File: config.mk
export PLATFORM = sky130hd
export DESIGN_NAME = tage_table_assoc_flat
export DESIGN_NICKNAME = d
export VERILOG_FILES = /design/src/rtl/tage_table_assoc_if.sv /design/src/rtl/tage_table_assoc.sv /design/src/flat_wrapper.sv
export SDC_FILE = /design/constraint.sdc
export NUM_CORES = 2
export LEC_CHECK = 0
export ABC_CLOCK_PERIOD_IN_PS = 14600
export CORE_ASPECT_RATIO = 1.25
export CORE_UTILIZATION = 55
export CTS_CLUSTER_DIAMETER = 100
export DETAILED_ROUTE_END_ITERATION = 8
export GPL_ROUTABILITY_DRIVEN = 1
export GPL_TIMING_DRIVEN = 0
export PLACE_DENSITY = 0.71
export REMOVE_ABC_BUFFERS = 1
export SETUP_SLACK_MARGIN = 0.3
export SLEW_MARGIN = 20
export SYNTH_ARGS = -nofsm -noshare
export SYNTH_HDL_FRONTEND = slang
export SYNTH_SLANG_ARGS = --single-unit
File: constraint.sdc
create_clock -name clk -period 14.6 [get_ports clk]
set_input_delay 4.38 -clock clk [delete_from_list [all_inputs] [get_ports clk]]
set_output_delay 4.38 -clock clk [all_outputs]
set_load 0.01 [all_outputs]
File: src/rtl/tage_table_assoc_if.sv
// Signal bundle between the TAGE predictor and one tagged component table.
// Latency: none (wires only).
// Backpressure: none; the table accepts a lookup and a write every cycle.
interface tage_table_assoc_if #(
    parameter int AW       = 6,
    parameter int WW       = 1,
    parameter int TAG_SIZE = 8
);
    logic                IN_readValid;
    logic [AW-1:0]       IN_readAddr;
    logic [TAG_SIZE-1:0] IN_readTag;
    logic                OUT_readValid;
    logic                OUT_readTaken;
    logic                OUT_readWeak;
    logic [WW-1:0]       OUT_readWay;
    logic                IN_writeValid;
    logic [AW-1:0]       IN_writeAddr;
    logic [TAG_SIZE-1:0] IN_writeTag;
    logic [WW-1:0]       IN_writeWay;
    logic                IN_writeTaken;
    logic                IN_writeUpdate;
    logic                IN_writeNew;
    logic                IN_writeUseful;
    logic                IN_anyAlloc;
    logic                OUT_writeAlloc;
    logic [WW-1:0]       OUT_allocWay;

    modport master (
        output IN_readValid, IN_readAddr, IN_readTag,
        output IN_writeValid, IN_writeAddr, IN_writeTag, IN_writeWay, IN_writeTaken,
        output IN_writeUpdate, IN_writeNew, IN_writeUseful, IN_anyAlloc,
        input  OUT_readValid, OUT_readTaken, OUT_readWeak, OUT_readWay,
        input  OUT_writeAlloc, OUT_allocWay
    );

    modport slave (
        input  IN_readValid, IN_readAddr, IN_readTag,
        input  IN_writeValid, IN_writeAddr, IN_writeTag, IN_writeWay, IN_writeTaken,
        input  IN_writeUpdate, IN_writeNew, IN_writeUseful, IN_anyAlloc,
        output OUT_readValid, OUT_readTaken, OUT_readWeak, OUT_readWay,
        output OUT_writeAlloc, OUT_allocWay
    );
endinterface

File: src/rtl/tage_table_assoc.sv
// Set-associative TAGE tagged table; TAGE_RD_BYPASS_EN forwards same-cycle writes to the lookup.
// Latency: lookup registered one cycle after request; allocation verdict is combinational.
// Backpressure: none; one lookup and one update/allocation accepted every cycle.
module tage_table_assoc #(
    parameter int SIZE     = 64,
    parameter int WAYS     = 2,
    parameter int TAG_SIZE = 8,
    parameter int USF_SIZE = 2,
    parameter int CNT_SIZE = 3,
    parameter int INTERVAL = 20
) (
    input  logic              clk,
    input  logic              rst,
    tage_table_assoc_if.slave io
);
    localparam int AW = $clog2(SIZE);
    localparam int WW = (WAYS > 1) ? $clog2(WAYS) : 1;
    localparam logic [CNT_SIZE-1:0] CNT_WT  = {1'b1, {(CNT_SIZE-1){1'b0}}};
    localparam logic [CNT_SIZE-1:0] CNT_WN  = {1'b0, {(CNT_SIZE-1){1'b1}}};
    localparam logic [CNT_SIZE-1:0] CNT_ONE = {{(CNT_SIZE-1){1'b0}}, 1'b1};
    localparam logic [USF_SIZE-1:0] USF_ONE = {{(USF_SIZE-1){1'b0}}, 1'b1};
    localparam logic [INTERVAL-1:0] TMR_ONE = {{(INTERVAL-1){1'b0}}, 1'b1};

    logic                r_valid  [SIZE][WAYS];
    logic [TAG_SIZE-1:0] r_tag    [SIZE][WAYS];
    logic [USF_SIZE-1:0] r_useful [SIZE][WAYS];
    logic [CNT_SIZE-1:0] r_cnt    [SIZE][WAYS];
    logic [INTERVAL-1:0] r_timer;

    logic                r_rd_vld;
    logic                r_rd_taken;
    logic                r_rd_weak;
    logic [WW-1:0]       r_rd_way;

    logic                w_decay;
    logic                w_alloc_req;
    logic                w_inv_found;
    logic [WW-1:0]       w_inv_way;
    logic                w_zu_found;
    logic [WW-1:0]       w_zu_way;
    logic                w_alloc_ok;
    logic [WW-1:0]       w_alloc_way;

    logic                w_row_we    [WAYS];
    logic                w_row_valid [WAYS];
    logic [TAG_SIZE-1:0] w_row_tag   [WAYS];
    logic [USF_SIZE-1:0] w_row_use   [WAYS];
    logic [CNT_SIZE-1:0] w_row_cnt   [WAYS];

    logic                w_rs_valid  [WAYS];
    logic [TAG_SIZE-1:0] w_rs_tag    [WAYS];
    logic [CNT_SIZE-1:0] w_rs_cnt    [WAYS];
    logic                w_hit;
    logic [WW-1:0]       w_hit_way;
    logic [CNT_SIZE-1:0] w_hit_cnt;

    assign w_decay = (r_timer == '0);

    // Scan downwards so the lowest-index candidate is the one left standing.
    always_comb begin
        w_alloc_req = io.IN_writeValid & ~io.IN_writeUpdate & io.IN_writeNew;
        w_inv_found = 1'b0;
        w_inv_way   = '0;
        w_zu_found  = 1'b0;
        w_zu_way    = '0;
        for (int i = WAYS - 1; i >= 0; i--) begin
            if (!r_valid[io.IN_writeAddr][i]) begin
                w_inv_found = 1'b1;
                w_inv_way   = WW'(i);
            end
            if (r_useful[io.IN_writeAddr][i] == '0) begin
                w_zu_found = 1'b1;
                w_zu_way   = WW'(i);
            end
        end
        w_alloc_ok  = w_alloc_req & (w_inv_found | w_zu_found);
        w_alloc_way = '0;
        if (w_alloc_ok) begin
            w_alloc_way = w_inv_found ? w_inv_way : w_zu_way;
        end
    end

    assign io.OUT_writeAlloc = w_alloc_ok;
    assign io.OUT_allocWay   = w_alloc_way;

    // Post-write image of the addressed set; w_row_we marks the ways that change.
    always_comb begin
        for (int w = 0; w < WAYS; w++) begin
            w_row_we[w]    = 1'b0;
            w_row_valid[w] = r_valid[io.IN_writeAddr][w];
            w_row_tag[w]   = r_tag[io.IN_writeAddr][w];
            w_row_use[w]   = r_useful[io.IN_writeAddr][w];
            w_row_cnt[w]   = r_cnt[io.IN_writeAddr][w];
        end
        if (io.IN_writeValid) begin
            if (io.IN_writeUpdate) begin
                for (int w = 0; w < WAYS; w++) begin
                    if (WW'(w) == io.IN_writeWay) begin
                        w_row_we[w] = 1'b1;
                        if (io.IN_writeTaken) begin
                            if (w_row_cnt[w] != '1) w_row_cnt[w] = w_row_cnt[w] + CNT_ONE;
                        end else begin
                            if (w_row_cnt[w] != '0) w_row_cnt[w] = w_row_cnt[w] - CNT_ONE;
                        end
                        if (io.IN_writeUseful) begin
                            if (w_row_use[w] != '1) w_row_use[w] = w_row_use[w] + USF_ONE;
                        end else begin
                            if (w_row_use[w] != '0) w_row_use[w] = w_row_use[w] - USF_ONE;
                        end
                    end
                end
            end else if (io.IN_writeNew) begin
                if (w_alloc_ok) begin
                    for (int w = 0; w < WAYS; w++) begin
                        if (WW'(w) == w_alloc_way) begin
                            w_row_we[w]    = 1'b1;
                            w_row_valid[w] = 1'b1;
                            w_row_tag[w]   = io.IN_writeTag;
                            w_row_use[w]   = '0;
                            w_row_cnt[w]   = io.IN_writeTaken ? CNT_WT : CNT_WN;
                        end
                    end
                end else if (!io.IN_anyAlloc) begin
                    for (int w = 0; w < WAYS; w++) begin
                        w_row_we[w] = 1'b1;
                        if (w_row_use[w] != '0) w_row_use[w] = w_row_use[w] - USF_ONE;
                    end
                end
            end
        end
    end

    always_comb begin
        for (int w = 0; w < WAYS; w++) begin
            w_rs_valid[w] = r_valid[io.IN_readAddr][w];
            w_rs_tag[w]   = r_tag[io.IN_readAddr][w];
            w_rs_cnt[w]   = r_cnt[io.IN_readAddr][w];
`ifdef TAGE_RD_BYPASS_EN
            if (io.IN_readAddr == io.IN_writeAddr && w_row_we[w]) begin
                w_rs_valid[w] = w_row_valid[w];
                w_rs_tag[w]   = w_row_tag[w];
                w_rs_cnt[w]   = w_row_cnt[w];
            end
`endif
        end
    end

    always_comb begin
        w_hit     = 1'b0;
        w_hit_way = '0;
        w_hit_cnt = '0;
        for (int i = WAYS - 1; i >= 0; i--) begin
            if (w_rs_valid[i] && w_rs_tag[i] == io.IN_readTag) begin
                w_hit     = 1'b1;
                w_hit_way = WW'(i);
                w_hit_cnt = w_rs_cnt[i];
            end
        end
    end

    always_ff @(posedge clk or negedge rst) begin
        if (!rst) begin
            r_rd_vld   <= 1'b0;
            r_rd_taken <= 1'b0;
            r_rd_weak  <= 1'b0;
            r_rd_way   <= '0;
        end else begin
            r_rd_vld <= io.IN_readValid & w_hit;
            if (io.IN_readValid) begin
                r_rd_taken <= w_hit_cnt[CNT_SIZE-1];
                r_rd_weak  <= w_hit & ((w_hit_cnt == CNT_WT) | (w_hit_cnt == CNT_WN));
                r_rd_way   <= w_hit_way;
            end
        end
    end

    assign io.OUT_readValid = r_rd_vld;
    assign io.OUT_readTaken = r_rd_taken;
    assign io.OUT_readWeak  = r_rd_weak;
    assign io.OUT_readWay   = r_rd_way;

    // A write to an entry overrides the decay of that entry in the same cycle.
    always_ff @(posedge clk or negedge rst) begin
        if (!rst) begin
            r_timer <= '0;
            for (int s = 0; s < SIZE; s++) begin
                for (int w = 0; w < WAYS; w++) begin
                    r_valid[s][w]  <= 1'b0;
                    r_tag[s][w]    <= '0;
                    r_useful[s][w] <= '0;
                    r_cnt[s][w]    <= '0;
                end
            end
        end else begin
            r_timer <= r_timer - TMR_ONE;
            for (int s = 0; s < SIZE; s++) begin
                for (int w = 0; w < WAYS; w++) begin
                    if (AW'(s) == io.IN_writeAddr && w_row_we[w]) begin
                        r_valid[s][w]  <= w_row_valid[w];
                        r_tag[s][w]    <= w_row_tag[w];
                        r_useful[s][w] <= w_row_use[w];
                        r_cnt[s][w]    <= w_row_cnt[w];
                    end else if (w_decay && r_useful[s][w] != '0) begin
                        r_useful[s][w] <= r_useful[s][w] - USF_ONE;
                    end
                end
            end
        end
    end
endmodule

File: src/flat_wrapper.sv
// flat-port wrapper written by rule: the top's interface ports become plain ports
module tage_table_assoc_flat 
#(
    parameter int SIZE     = 64,
    parameter int WAYS     = 2,
    parameter int TAG_SIZE = 8,
    parameter int USF_SIZE = 2,
    parameter int CNT_SIZE = 3,
    parameter int INTERVAL = 20
)
  (clk, rst, io_IN_readValid, io_IN_readAddr, io_IN_readTag, io_IN_writeValid, io_IN_writeAddr, io_IN_writeTag, io_IN_writeWay, io_IN_writeTaken, io_IN_writeUpdate, io_IN_writeNew, io_IN_writeUseful, io_IN_anyAlloc, io_OUT_readValid, io_OUT_readTaken, io_OUT_readWeak, io_OUT_readWay, io_OUT_writeAlloc, io_OUT_allocWay);
  tage_table_assoc_if #(.AW(6), .WW(1), .TAG_SIZE(TAG_SIZE)) io_i ();
  input  logic clk;
  input  logic rst;
  input wire logic [$bits(io_i.IN_readValid)-1:0] io_IN_readValid;
  input wire logic [$bits(io_i.IN_readAddr)-1:0] io_IN_readAddr;
  input wire logic [$bits(io_i.IN_readTag)-1:0] io_IN_readTag;
  input wire logic [$bits(io_i.IN_writeValid)-1:0] io_IN_writeValid;
  input wire logic [$bits(io_i.IN_writeAddr)-1:0] io_IN_writeAddr;
  input wire logic [$bits(io_i.IN_writeTag)-1:0] io_IN_writeTag;
  input wire logic [$bits(io_i.IN_writeWay)-1:0] io_IN_writeWay;
  input wire logic [$bits(io_i.IN_writeTaken)-1:0] io_IN_writeTaken;
  input wire logic [$bits(io_i.IN_writeUpdate)-1:0] io_IN_writeUpdate;
  input wire logic [$bits(io_i.IN_writeNew)-1:0] io_IN_writeNew;
  input wire logic [$bits(io_i.IN_writeUseful)-1:0] io_IN_writeUseful;
  input wire logic [$bits(io_i.IN_anyAlloc)-1:0] io_IN_anyAlloc;
  output wire logic [$bits(io_i.OUT_readValid)-1:0] io_OUT_readValid;
  output wire logic [$bits(io_i.OUT_readTaken)-1:0] io_OUT_readTaken;
  output wire logic [$bits(io_i.OUT_readWeak)-1:0] io_OUT_readWeak;
  output wire logic [$bits(io_i.OUT_readWay)-1:0] io_OUT_readWay;
  output wire logic [$bits(io_i.OUT_writeAlloc)-1:0] io_OUT_writeAlloc;
  output wire logic [$bits(io_i.OUT_allocWay)-1:0] io_OUT_allocWay;
  assign io_i.IN_readValid = io_IN_readValid;
  assign io_i.IN_readAddr = io_IN_readAddr;
  assign io_i.IN_readTag = io_IN_readTag;
  assign io_i.IN_writeValid = io_IN_writeValid;
  assign io_i.IN_writeAddr = io_IN_writeAddr;
  assign io_i.IN_writeTag = io_IN_writeTag;
  assign io_i.IN_writeWay = io_IN_writeWay;
  assign io_i.IN_writeTaken = io_IN_writeTaken;
  assign io_i.IN_writeUpdate = io_IN_writeUpdate;
  assign io_i.IN_writeNew = io_IN_writeNew;
  assign io_i.IN_writeUseful = io_IN_writeUseful;
  assign io_i.IN_anyAlloc = io_IN_anyAlloc;
  assign io_OUT_readValid = io_i.OUT_readValid;
  assign io_OUT_readTaken = io_i.OUT_readTaken;
  assign io_OUT_readWeak = io_i.OUT_readWeak;
  assign io_OUT_readWay = io_i.OUT_readWay;
  assign io_OUT_writeAlloc = io_i.OUT_writeAlloc;
  assign io_OUT_allocWay = io_i.OUT_allocWay;
  tage_table_assoc #(.SIZE(SIZE), .WAYS(WAYS), .TAG_SIZE(TAG_SIZE), .USF_SIZE(USF_SIZE), .CNT_SIZE(CNT_SIZE), .INTERVAL(INTERVAL)) u_core (.clk(clk), .rst(rst), .io(io_i));
endmodule
==> metrics.csv <==
stage,metric,value,unit
timing,final.setup.tns,0,ps
timing,rsz0062_at_grt,no,
pwr,worst_ir_drop_vdd,120,µV
timing,finalSetupViolCount,0,
timing,slew_headroom,12.5,%
synth,synthFlopType,dfrtp_1,
clocking,clock_latency,890,ps
layout,drive_above_1_share,18.7,%
clocking,htree_levels,4,
layout,fin_nets,8745,
placed_design,place_inst,10723,
setup_path,reg2reg_from,u_core.r_useful[2],
timing,hold_violations,0,
hold_path,holdPathEnd,u_core.r_timer[4],
timing,worst_slew_pin_slew,1280,ps
synth,syn_avg_cell_area,11.0,µm²
clocking,cts_tree,done,
floorplanning,core,0.176,mm²
placed_design,portBuffers,43,
synth,yosysTopAreaCell,dfrtp_1,
layout,nFillCells,13486,
synth,ys.warnings.count,0,
floorplanning,die_w,379,µm
synth,synth_seq_area_share,46.6,%
global_route,grt_pass1_vias,77256,
pwr,p_sw,0.00301,W
timing,clock.fmax,71.0,MHz
status,run_status,"finished, final reports clean",
setup_path,end_kind,primary output,
synth,synth_top_area_share,46.6,%
timing,period_share,96.4,%
hold_path,worstHoldStart,u_core.r_timer[4],
hold_path,min-delay-path-class,reg2reg,
synth,synthArstFlopShare,100,%
setup_path,start_kind,primary input,
floorplanning,rows,172,
timing,slew_violations,0,
layout,instances_no_fill,11074,
pwr,p_per_area,105,mW/mm²
pwr,sw_frac_of_total,26.1,%
route,drt_first_pass_iters,6,
hold_path,hold_depth,1,
timing,fin_skew,42.1,ps
placed_design,dp_hpwl,219000,µm
route,ant_nets,0,
pwr,p_leak,44.8,nW
route,drt_iter0_markers,9759,
global_route,grt.overflow.total,0,
setup_path,reg2reg_to,u_core.r_tag[107],
timing,layout_setup_ws,522,ps
global_route,grt_usage,38.6,%
route,vias,76658,
global_route,grt_max_degree,150,
layout,areaGrowthSynthToFinish,12.1,%
floorplanning,io_pins,44,
setup_path,arrival,9700,ps
floorplanning,die_height,473,µm
pwr,p_comb_share,11.3,%
route,wirelength,339000,µm
timing,post-route-min-period,14080,ps
setup_path,r2r_slack,8820,ps
clocking,clk_pin_slew,60,ps
synth,synth_area_leaders,"dfrtp_1, mux4_2, o21ai_0",
setup_path,required,10220,ps
clocking,clock-sinks,1816,
placed_design,place_ws,65.2,ps
setup_path,rr_worst_depth,10,
setup_path,startpoint,io_IN_writeAddr[1],
synth,ys_seq_elements,1816,
placed_design,gp_congestion,0.988,
floorplanning,initial_core_util,55.4,%
pwr,clock_power_share,42.6,%
run,drv_cap,0,
route,drc,0,
route,viasPerCell,6.92,
clocking,cts_made_buffers,184,
layout,layout_common_cells,"dfrtp_1, nand2_1, o21ai_0",
layout,final_common_cell,dfrtp_1,
synth,synth-edff-count,0,
floorplanning,dieArea,0.179,mm²
route,detail_route.wl_per_cell,30.6,µm
pwr,seqPwrFrac,46.1,%
global_route,antenna_found_initial,19,
layout,final_util,62.2,%
clocking,clockRootBuffer,clkbuf_16,
synth,synthCells,8910,
pwr,p_int,0.00852,W
global_route,grt_first_pass_wirelength,505000,µm
setup_path,path_max_fanout,80,
synth,ys_types,86,
synth,netlist_area,0.0976,mm²
setup_path,crit_type,in2out,
clocking,cts_max_path_buffers,3,
worst max path at each step:
| stage | end | slack, ps | cells after the start |
|---|---|---|---|
| global route | io_OUT_writeAlloc | 660 | 11 |
| floorplan | io_OUT_allocWay | 3710 | 6 |
| detailed placement | io_OUT_allocWay | 70 | 13 |
| CTS | io_OUT_allocWay | 330 | 13 |
| finish | io_OUT_writeAlloc | 520 | 13 |
| global placement | u_core.r_useful[228] | -72360 | 1 |
synthesized netlist by cell type, types with 33 or more instances:
cell type	count
nand2_1	1662
a22oi_1	111
nand3_1	119
nor2_1	433
buf_2	227
mux4_2	893
buf_1	36
ha_1	136
nor2b_1	33
xnor2_1	135
inv_1	276
a21oi_1	263
o211ai_1	108
o21ai_0	1500
mux2i_1	224
o21ai_1	45
clkbuf_1	451
dfrtp_1	1816
layout make-up:
cell class | instances | area (µm²) | area share, %
clock buffers | 277 | 5350 | 4.89
well taps | 2349 | 2940 | 2.69
repair buffers | 240 | 5020 | 4.59
multi-input cells | 6050 | 48800 | 44.6
inverters | 279 | 1050 | 0.964
flip-flops and latches | 1816 | 45400 | 41.5
clock inverters | 53 | 752 | 0.687
diodes | 10 | 25.0 | 0.0229
flip-flops by register name, summed over array words and instances, names as in the netlist:
name	cells
u_core.r_cnt	384
u_core.r_useful	256
u_core.r_tag	1024
u_core.r_timer	20
u_core.r_valid	128
u_core.io.OUT_readValid	1
u_core.io.OUT_readTaken	1
u_core.io.OUT_readWeak	1
u_core.io.OUT_readWay	1
cell families after synthesis:
family	count (synthesis)	share of synthesized area, %
AND/OR/NAND/NOR	2392	9.89
AO/OA/AOI/OAI	2228	12.7
XOR/XNOR	154	1.38
adder cells (fa/ha/maj)	137	1.75
multiplexers	1139	23.2
buffers and inverters	1044	4.58
flip-flops	1816	46.6
metrics by stage:
step / total power (W) / area [µm²] / hold WS, ps
global route: 0.0118 / 109000 / 505
detailed placement: 0.00666 / 103000 / 458
finish: 0.0115 / 109000 / 462
floorplan: 0.00594 / 94200 / 435
CTS: 0.0115 / 109000 / 471
global placement: 0.00681 / 97600 / 447
metal layers:
layer	global-route usage [%]	share of wire, %	up-vias	wire length, µm
met5	0.410	0.084	-	285
met4	32.8	10	26	34900
met2	56.4	44	4972	149000
met3	13.0	12	1532	41000
met1	46.0	34	38641	114000
li1	-	-	31487	-
timing repair:
item | in CTS | in global routing
hold endpoints to repair | 0 | 0
hold buffers | 0 | 0
buffers inserted | 0 | 11
resized for setup | 2 | 2
setup endpoints to repair | 2 | 2
pin swaps | 0 | 1
power groups by stage:
stage,Sequential (W),Clock [W],Combinational [W]
after global routing,0.00533,0.00510,0.00137
after CTS,0.00531,0.00492,0.00127
after global placement,0.00544,0,0.00137
after floorplan,0.00536,0,0.000580
final,0.00532,0.00491,0.00130
after detailed placement,0.00540,0,0.00126
critical path, stage by stage:
cell and delay [ps]:
buf_8 80, buf_16 340, buf_16 420, buf_16 430, buf_16 390, mux4_2 410, a22oi_1 310, a21oi_1 420
nor4_4 620, a21oi_1 240, and3_1 250, nor2_1 510, dlymetal6s2s_1 510
Note: power is estimated with default switching activity, not from simulation.
